$ cat src/rtl/mau_pkg.sv
// Shared encodings for the data-memory access unit: request sizes,
// FSM states and the alignment rule applied at request accept.
package mau_pkg;

    localparam logic [1:0] SZ_BYTE = 2'b00;
    localparam logic [1:0] SZ_HALF = 2'b01;
    localparam logic [1:0] SZ_WORD = 2'b10;
    localparam logic [1:0] SZ_RSVD = 2'b11;

    typedef enum logic [1:0] {
        ST_IDLE  = 2'd0,
        ST_READ  = 2'd1,
        ST_WRITE = 2'd2,
        ST_RESP  = 2'd3
    } mau_state_t;

    // Reserved size either errors out or behaves as a word access.
    function automatic logic [1:0] norm_size(
        input logic [1:0] sz,
        input logic       err_rsvd
    );
        return (sz == SZ_RSVD && !err_rsvd) ? SZ_WORD : sz;
    endfunction

    function automatic logic misaligned(
        input logic [1:0] sz,
        input logic [1:0] lo,
        input logic       err_rsvd
    );
        logic bad;
        bad = 1'b0;
        case (norm_size(sz, err_rsvd))
            SZ_HALF: bad = lo[0];
            SZ_WORD: bad = (lo != 2'b00);
            SZ_RSVD: bad = 1'b1;
            default: bad = 1'b0;
        endcase
        return bad;
    endfunction

endpackage

$ cat src/rtl/mem_access_unit_if.sv
// Request/response handshake plus word-wide memory bus of the access unit.
// slave: the unit itself; master: requester and memory side.
interface mem_access_unit_if #(
    parameter int ADDR_W = 32
);
    logic              req_valid;
    logic              req_ready;
    logic              req_write;
    logic [1:0]        req_size;
    logic              req_signed;
    logic [ADDR_W-1:0] req_addr;
    logic [31:0]       req_wdata;
    logic              resp_valid;
    logic [31:0]       resp_rdata;
    logic              resp_err;
    logic              MemWrite;
    logic [ADDR_W-1:0] mem_addr;
    logic [31:0]       mem_write_data;
    logic [31:0]       mem_read_data;

    modport slave (
        input  req_valid, req_write, req_size, req_signed,
        input  req_addr, req_wdata, mem_read_data,
        output req_ready, resp_valid, resp_rdata, resp_err,
        output MemWrite, mem_addr, mem_write_data
    );

    modport master (
        output req_valid, req_write, req_size, req_signed,
        output req_addr, req_wdata, mem_read_data,
        input  req_ready, resp_valid, resp_rdata, resp_err,
        input  MemWrite, mem_addr, mem_write_data
    );
endinterface

$ cat src/rtl/mau_lane_align.sv
// Byte/halfword lane extraction (loads) and insertion (stores).
// Little-endian lanes unless MAU_BIG_ENDIAN_EN is defined.
module mau_lane_align
    import mau_pkg::*;
(
    input  logic [1:0]  size,
    input  logic [1:0]  lo,
    input  logic        sgn,
    input  logic [31:0] rdata,
    input  logic [31:0] wdata,
    output logic [31:0] load_data,
    output logic [31:0] merged
);

    function automatic int byte_sh(input logic [1:0] a);
`ifdef MAU_BIG_ENDIAN_EN
        return 24 - 8 * int'(a);
`else
        return 8 * int'(a);
`endif
    endfunction

    function automatic int half_sh(input logic a1);
`ifdef MAU_BIG_ENDIAN_EN
        return 16 - 16 * int'(a1);
`else
        return 16 * int'(a1);
`endif
    endfunction

    function automatic logic [31:0] extract(
        input logic [1:0]  sz,
        input logic [1:0]  a,
        input logic        s,
        input logic [31:0] w
    );
        logic [7:0]  b;
        logic [15:0] h;
        logic [31:0] r;
        b = 8'(w >> byte_sh(a));
        h = 16'(w >> half_sh(a[1]));
        case (sz)
            SZ_BYTE: r = {{24{s & b[7]}}, b};
            SZ_HALF: r = {{16{s & h[15]}}, h};
            default: r = w;
        endcase
        return r;
    endfunction

    function automatic logic [31:0] insert(
        input logic [1:0]  sz,
        input logic [1:0]  a,
        input logic [31:0] w,
        input logic [31:0] d
    );
        int          sh;
        logic [31:0] r;
        case (sz)
            SZ_BYTE: begin
                sh = byte_sh(a);
                r  = (w & ~(32'h0000_00FF << sh))
                   | ({24'b0, d[7:0]} << sh);
            end
            SZ_HALF: begin
                sh = half_sh(a[1]);
                r  = (w & ~(32'h0000_FFFF << sh))
                   | ({16'b0, d[15:0]} << sh);
            end
            default: r = d;
        endcase
        return r;
    endfunction

    assign load_data = extract(size, lo, sgn, rdata);
    assign merged    = insert(size, lo, rdata, wdata);

endmodule

$ cat src/rtl/mem_access_unit.sv
// Data-memory initiator: one request at a time, word-aligned cycles,
// read-modify-write for sub-word stores. Option: MAU_BIG_ENDIAN_EN.
// Ports: clk, rst (async, active high), bus (slave modport).
module mem_access_unit
    import mau_pkg::*;
#(
    parameter int ADDR_W          = 32,
    parameter bit ERR_ON_RESERVED = 1'b1
) (
    input logic               clk,
    input logic               rst,
    mem_access_unit_if.slave  bus
);

    mau_state_t  state;
    logic        wr_q;
    logic [1:0]  size_q;
    logic        sgn_q;
    logic [1:0]  lo_q;
    logic [31:0] wdata_q;
    logic [31:0] load_data;
    logic [31:0] merged;
    logic [1:0]  req_sz;
    logic        accept;

    assign req_sz = norm_size(bus.req_size, ERR_ON_RESERVED);
    assign accept = bus.req_valid && (state == ST_IDLE);

    // Decoded straight from state so reset removes them without a clock.
    assign bus.req_ready  = (state == ST_IDLE);
    assign bus.resp_valid = (state == ST_RESP);
    assign bus.MemWrite   = (state == ST_WRITE);

    mau_lane_align u_align (
        .size      (size_q),
        .lo        (lo_q),
        .sgn       (sgn_q),
        .rdata     (bus.mem_read_data),
        .wdata     (wdata_q),
        .load_data (load_data),
        .merged    (merged)
    );

    always_ff @(posedge clk or posedge rst) begin
        if (rst) begin
            state              <= ST_IDLE;
            wr_q               <= 1'b0;
            size_q             <= SZ_BYTE;
            sgn_q              <= 1'b0;
            lo_q               <= 2'b00;
            wdata_q            <= '0;
            bus.mem_addr       <= '0;
            bus.mem_write_data <= '0;
            bus.resp_rdata     <= '0;
            bus.resp_err       <= 1'b0;
        end else begin
            unique case (state)
                ST_IDLE: begin
                    if (accept) begin
                        wr_q           <= bus.req_write;
                        size_q         <= req_sz;
                        sgn_q          <= bus.req_signed;
                        lo_q           <= bus.req_addr[1:0];
                        wdata_q        <= bus.req_wdata;
                        bus.resp_rdata <= '0;
                        if (misaligned(bus.req_size, bus.req_addr[1:0],
                                       ERR_ON_RESERVED)) begin
                            // Error path leaves the memory bus untouched.
                            bus.resp_err <= 1'b1;
                            state        <= ST_RESP;
                        end else begin
                            bus.resp_err <= 1'b0;
                            bus.mem_addr <= {bus.req_addr[ADDR_W-1:2], 2'b00};
                            if (bus.req_write && req_sz == SZ_WORD) begin
                                bus.mem_write_data <= bus.req_wdata;
                                state              <= ST_WRITE;
                            end else begin
                                state <= ST_READ;
                            end
                        end
                    end
                end
                ST_READ: begin
                    if (wr_q) begin
                        bus.mem_write_data <= merged;
                        state              <= ST_WRITE;
                    end else begin
                        bus.resp_rdata <= load_data;
                        state          <= ST_RESP;
                    end
                end
                ST_WRITE: state <= ST_RESP;
                ST_RESP:  state <= ST_IDLE;
                default:  state <= ST_IDLE;
            endcase
        end
    end

endmodule

$ cat src/flat_wrapper.sv
// flat-port wrapper written by rule: the top's interface ports become plain ports
module mem_access_unit_flat import mau_pkg::*;
#(
    parameter int ADDR_W          = 32,
    parameter bit ERR_ON_RESERVED = 1'b1
)
  (clk, rst, bus_req_valid, bus_req_write, bus_req_size, bus_req_signed, bus_req_addr, bus_req_wdata, bus_mem_read_data, bus_req_ready, bus_resp_valid, bus_resp_rdata, bus_resp_err, bus_MemWrite, bus_mem_addr, bus_mem_write_data);
  mem_access_unit_if #(.ADDR_W(ADDR_W)) bus_i ();
  input logic clk;
  input logic rst;
  input wire logic [$bits(bus_i.req_valid)-1:0] bus_req_valid;
  input wire logic [$bits(bus_i.req_write)-1:0] bus_req_write;
  input wire logic [$bits(bus_i.req_size)-1:0] bus_req_size;
  input wire logic [$bits(bus_i.req_signed)-1:0] bus_req_signed;
  input wire logic [$bits(bus_i.req_addr)-1:0] bus_req_addr;
  input wire logic [$bits(bus_i.req_wdata)-1:0] bus_req_wdata;
  input wire logic [$bits(bus_i.mem_read_data)-1:0] bus_mem_read_data;
  output wire logic [$bits(bus_i.req_ready)-1:0] bus_req_ready;
  output wire logic [$bits(bus_i.resp_valid)-1:0] bus_resp_valid;
  output wire logic [$bits(bus_i.resp_rdata)-1:0] bus_resp_rdata;
  output wire logic [$bits(bus_i.resp_err)-1:0] bus_resp_err;
  output wire logic [$bits(bus_i.MemWrite)-1:0] bus_MemWrite;
  output wire logic [$bits(bus_i.mem_addr)-1:0] bus_mem_addr;
  output wire logic [$bits(bus_i.mem_write_data)-1:0] bus_mem_write_data;
  assign bus_i.req_valid = bus_req_valid;
  assign bus_i.req_write = bus_req_write;
  assign bus_i.req_size = bus_req_size;
  assign bus_i.req_signed = bus_req_signed;
  assign bus_i.req_addr = bus_req_addr;
  assign bus_i.req_wdata = bus_req_wdata;
  assign bus_i.mem_read_data = bus_mem_read_data;
  assign bus_req_ready = bus_i.req_ready;
  assign bus_resp_valid = bus_i.resp_valid;
  assign bus_resp_rdata = bus_i.resp_rdata;
  assign bus_resp_err = bus_i.resp_err;
  assign bus_MemWrite = bus_i.MemWrite;
  assign bus_mem_addr = bus_i.mem_addr;
  assign bus_mem_write_data = bus_i.mem_write_data;
  mem_access_unit #(.ADDR_W(ADDR_W), .ERR_ON_RESERVED(ERR_ON_RESERVED)) u_core (.clk(clk), .rst(rst), .bus(bus_i));
endmodule
$ cat config.mk
export PLATFORM = sky130hd
export DESIGN_NAME = mem_access_unit_flat
export DESIGN_NICKNAME = d
export VERILOG_FILES = /design/src/rtl/mau_pkg.sv /design/src/rtl/mem_access_unit_if.sv /design/src/rtl/mau_lane_align.sv /design/src/rtl/mem_access_unit.sv /design/src/flat_wrapper.sv
export SDC_FILE = /design/constraint.sdc
export NUM_CORES = 1
export LEC_CHECK = 0
export BUFFER_PORTS_ARGS = -buffer_cell sky130_fd_sc_hd__buf_4
export CAP_MARGIN = 20
export CORE_ASPECT_RATIO = 0.5
export CORE_MARGIN = 5
export CORE_UTILIZATION = 40
export DETAILED_ROUTE_END_ITERATION = 8
export GPL_TIMING_DRIVEN = 0
export SLEW_MARGIN = 20
export SYNTH_ARGS = -nofsm -noshare
export SYNTH_HDL_FRONTEND = slang
export SYNTH_SLANG_ARGS = --single-unit
$ cat constraint.sdc
create_clock -name clk -period 6.15 [get_ports clk]
set_input_delay 1.23 -clock clk [delete_from_list [all_inputs] [get_ports clk]]
set_output_delay 1.23 -clock clk [all_outputs]
set_load 0.01 [all_outputs]
======== Word level (Yosys, flattened, before mapping) ========
Cells that the tools add are included.
storage, ports and cells
  register bits ........................... 135
  bits of input ports ..................... 103
  logic and storage cells ................. 66
cells by class
  equality and inequality tests ........... 12
  shift-type cells ........................ 6
  multiplexer cells ....................... 19
  bitwise gates (word level) .............. 9
  reduce and logical (&&, ||, !) cells .... 10
operators with widths
  kind                     number
  $pmux W32 S2             4
  $mux W32                 6
  $and A32 B32 Y32         2
  $not A32 Y32             2
  $or A32 B32 Y32          2
  $shl A16 B5 Y32          1
  $shl A16 B5 Y32 const A  1
  $shl A8 B5 Y32           1
  $shl A8 B5 Y32 const A   1
  $shr A32 B5 Y16          1
  $shr A32 B5 Y8           1
  $eq A2 B2 Y1 const B     4
  $pmux W2 S4              1
  $eq A2 B1 Y1 const B     3
  $mux W2                  3
  $ne A2 B1 Y1 const B     3
  $reduce_and A3 Y1        2
  $reduce_and A5 Y1        1
  $logic_not A2 Y1         2
  $mux W1                  4
  $ne A2 B2 Y1 const B     2
  $reduce_bool A2 Y1       2
  $pmux W1 S3              1
  $and A1 B1 Y1            2
  other kinds (3)          4

======== Logic depth before layout (Yosys ltp) ========
  word-level depth ........................ 7
  depth in mapped cells ................... 8
  gate-level depth less buffers ........... 6

======== Modules after synthesis ========
A second synthesis with hierarchy kept.
unflattened totals
  cell total of the unflattened synthesis .. 614
  area, all modules ....................... 7014.2 µm²
modules (own cells, without submodules)
  module           instances  cells an instance  area each (µm²)  sequential area each (µm²)
  mem_access_unit  1          393                5490.3           3378.2
  mau_lane_align   1          221                1524.0           0.0

======== Worst setup path before layout ========
OpenSTA, ideal clock, no wires.
  path type ............................... input -> register
  start ................................... input bus_req_size[0]
  end ..................................... register u_core.bus.mem_write_data[24]
  setup time .............................. 0.121 ns
  data arrival time ....................... 2.457 ns
  slack ................................... 3.573 ns
  stages on the path ...................... 6
  cells stage by stage .................... nand3b_4 -> o41a_4 -> or2_1 -> buf_6 -> buf_6 -> a22o_1
on the way
  cells in the longest elaborated chain, start to end .. 6
  elaborated cells on any way between the ends .. 10
ends and longest elaborated chain
  item                                    RTL line                  source
  from (decl)                             flat_wrapper.sv:13        input wire logic [$bits(bus_i.req_size)-1:0] bus_req_size;
  $eq A2 B2 Y1 (tied with other cells)    --
  $pmux W1 S3                             mau_pkg.sv:32             case (norm_size(sz, err_rsvd))
  $mux W1                                 mem_access_unit.sv:59     if (accept) begin
  $mux W1                                 mem_access_unit.sv:57     unique case (state)
  $ne A2 B2 Y1 (no source line)           --
  $reduce_and A5 Y1 (no source line) (*)  --
  to (signal assigned)                    mem_access_unit.sv:75     bus.mem_write_data <= bus.req_wdata;
  to (signal assigned)                    mem_access_unit.sv:85     bus.mem_write_data <= merged;
  to (decl)                               mem_access_unit_if.sv:25  output MemWrite, mem_addr, mem_write_data
Every way passes the cells marked *; elsewhere a longest branch is shown, timed or not. The select of a mux whose other input is x is not followed.
A chain may end at the register's enable or synchronous reset.

======== Worst setup path after layout ========
  start ................................... input bus_req_addr[0]
  end ..................................... register u_core.bus.mem_addr[18]
on the way
  cells in the longest elaborated chain, start to end .. 6
ends and longest elaborated chain
  item                                    RTL line                  source
  from (decl)                             flat_wrapper.sv:15        input wire logic [$bits(bus_i.req_addr)-1:0] bus_req_addr;
  $reduce_bool A2 Y1                      mau_pkg.sv:34             SZ_WORD: bad = (lo != 2'b00);
  $pmux W1 S3 (*)                         mau_pkg.sv:32
  $mux W1 (*)                             mem_access_unit.sv:59
  $mux W1 (*)                             mem_access_unit.sv:57
  $not A1 Y1 (no source line) (*)         --
  $reduce_and A3 Y1 (no source line) (*)  --
  to (signal assigned)                    mem_access_unit.sv:73     bus.mem_addr <= {bus.req_addr[ADDR_W-1:2], 2'b00};
  to (decl)                               mem_access_unit_if.sv:25
Marked as above.

==> impl_metrics.csv <==
group,metric,value,unit
floorplan,row_count,33,
synthesis,synth_top_family_by_area,"compound AO/OA/AOI/OAI gates",
sta,max_slew_margin,0.338,
min_path,whs_path_depth,2,
synthesis,synth-warning-count,0,
floorplan,die_y,102,um
global_routing,grt.overflow.total,0,
pwr,vdd_drop_max,0.000242,V
routing,viasPerCell,5.71,
synthesis,synth_area,0.00679,mm^2
synthesis,synth_compound_area_frac,0.210,
placement,hpwl,17800,um
min_path,worst_hold_path_type,"register to register",
synthesis,synthTopCellsByArea,"dfrtp_1 50%, mux2_2 13%, o21ai_0 4.6%",
synthesis,synth_ff_type,"dfrtp_1",
cells_and_area,fin_area,0.00922,mm^2
synthesis,synthCells,609,
routing,drc,0,
sta,period_needed,2.80,ns
setup_path,critPathMaxStageDelay,0.54,ns
cts,cts_tree,"built",
cts,post_cts_buffers,0,
synthesis,synth_edf_count,0,
sta,worst_pin_slew,0.983,ns
placement,postPlaceCellArea,0.00862,mm^2
sta,drv_slew,0,
synthesis,synth.area.mux_share,0.169,
pwr,power.density,573,mW/mm^2
cts,cts_buffers,17,
setup_path,worstPathRequired,6.45,ns
sta,clock_skew,0.00656,ns
setup_path,cp_max_fo,10,
sta,rsz0062_at_grt,"false",
global_routing,antenna_found_initial,0,
synthesis,synth_async_sr_flop_share,1.00,
synthesis,yosys.area_share.simple,0.0724,
routing,vias,6101,
routing,drtIter0Drc,565,
pwr,power.total,5.29,mW
synthesis,synth_top_area_frac,0.497,
synthesis,synth-seq-cells,135,
synthesis,synth_fa_ha_area_frac,0.00921,
setup_path,crit_chain,"buf_4 -> o21a_1 -> o22ai_1 -> nor2b_1 -> buf_2 -> mux2_2",
synthesis,synth_xor_xnor_area_share,0,
synthesis,synth_common_cells,"135 x dfrtp_1, 77 x mux2_2, 62 x o21ai_0",
synthesis,ys_types,49,
global_routing,grt_max_degree,73,
synthesis,synth_most_common_cell,"dfrtp_1",
routing,dr.pass1.iters,6,
global_routing,first_global_vias,5916,
cts,clk_latency,0.42,ns
synthesis,avgSynthCellArea,11.2,um^2
floorplan,dieArea,0.0198,mm^2
cells_and_area,drive_gt1_frac,0.399,
cts,cts_hold_buf,0,
setup_path,crit_path_end_kind,"register",
routing,totalWireLength,23200,um
status,run_status,"finished clean",
global_routing,grt_pass1_wl,35300,um
cells_and_area,area_delta_synth_final,35.8,%
cts,clockRootBuffer,"clkbuf_16",
cts,clock_sinks,135,
cts,clkTransAtPathRegs,0.06,ns
cts,ctsHtreeMaxLevel,4,
cells_and_area,finalNetCount,938,
cts,clockBufferDepth,2,
synthesis,synth-seq-area-share,0.497,
synthesis,yosys.area.top_type,"dfrtp_1",
sta,fmax,0.358,GHz
setup_path,reg2reg_depth,8,
global_routing,grtUsageTotal,0.232,
routing,wl_per_cell,21.7,um
sta,hold_violations,0,
placement,gp_congestion,0.939,
cts,post_cts_resized,0,
floorplan,die_w,194,um
floorplan,ios,203,
floorplan,initial_utilization,0.411,
setup_path,cp-start-kind,"input pin",
setup_path,crit_path_top_delay_cell,"nor2b_1",
sta,post-route-period-util,0.455,
floorplan,fp.coreArea,0.0165,mm^2
cells_and_area,diodes,0,
pwr,p_leak,4.28,nW
setup_path,path_class,"input pin to register",
sta,final-setup-viol-count,0,
setup_path,cp.arrival,3.10,ns
routing,antenna_left,0,
sta,tns,0,ns
run,maxCapViolations,0,
placement,portBuffers,200,
cell type report:
cell class / instances / area (um^2)
Fill cell: 1509 / 7290
Sequential cell: 135 / 3380
Multi-Input combinational cell: 415 / 3140
Timing Repair Buffer: 201 / 1530
Clock buffer: 20 / 457
Tap cell: 227 / 284
Buffer: 51 / 246
Clock inverter: 11 / 148
Inverter: 9 / 41.3
cell usage in the layout (no fill, tap or decap), types with 16 or more instances in the layout:
cell and count:
o21ai_0 62, a221o_1 16, mux2_2 77, nand2_1 53
mux2i_1 26, clkbuf_1 29, a21oi_1 19, buf_4 203
dfrtp_1 135, clkbuf_16 17, nor2_1 21
stage by stage:
step	instances	hold WS, ns	setup slack [ns]	util
4_1_cts	1069	0.485	3.42	0.558
3_3_place_gp	1037	0.466	-0.332	0.520
5_1_grt	1069	0.520	3.28	0.558
3_5_place_dp	1038	0.471	2.99	0.522
2_1_floorplan	610	0.480	1.31	-
6_report	1069	0.482	3.35	0.558
logic make-up (layout without fill, tap and decap cells):
group | Yosys count | count (layout)
buffers and inverters | 60 | 292
other | 1 | 2
AO/OA/AOI/OAI | 200 | 200
AND/OR/NAND/NOR | 104 | 104
adder cells (fa/ha/maj) | 5 | 5
multiplexers | 104 | 104
flip-flops | 135 | 135
registers in the layout, indices dropped and copies added (netlist names):
name / flops
u_core.bus.mem_addr: 30
u_core.bus.resp_err: 1
u_core.bus.resp_rdata: 32
u_core.lo_q: 2
u_core.wr_q: 1
u_core.bus.mem_write_data: 32
u_core.sgn_q: 1
u_core.wdata_q: 32
u_core.state: 2
u_core.size_q: 2
where the power goes:
group	switching (mW)	internal (mW)	leakage [nW]	total, mW
combinational	1.43	1.18	2.31	2.61
sequential	0.304	1.31	1.68	1.62
clock	0.403	0.659	0.297	1.06
total	2.14	3.15	4.28	5.29
per-layer routing:
metal,global-route usage,part of all wire,up-vias
met5,0,0,-
li1,-,-,2736
met1,0.345,0.47,3060
met3,0.0613,0.089,17
met2,0.342,0.44,288
met4,0.0535,0.0077,0
critical path, delay by kind of cell:
| family | cells | cell delay, ns |
|---|---|---|
| and+or+nand+nor | 1 | 0.54 |
| AOI/OAI and AO/OA | 2 | 0.45 |
| buffers and inverters | 2 | 0.50 |
| muxes | 1 | 0.38 |
final timing paths:
check | start | endpoint | slack, ns
worst min register to register | u_core.bus.resp_rdata[9] | u_core.bus.resp_rdata[9] | 0.48
worst min-delay path | u_core.bus.resp_rdata[9] | u_core.bus.resp_rdata[9] | 0.48
worst max-delay path | bus_req_addr[0] | u_core.bus.mem_addr[18] | 3.35
worst max register to register | u_core.state[1] | u_core.bus.resp_rdata[23] | 3.48
min in group asynchronous | rst | u_core.wdata_q[17] | 0.83
max in group asynchronous | rst | u_core.bus.mem_addr[16] | 4.60
No activity file was read; power rests on OpenSTA's default activity.
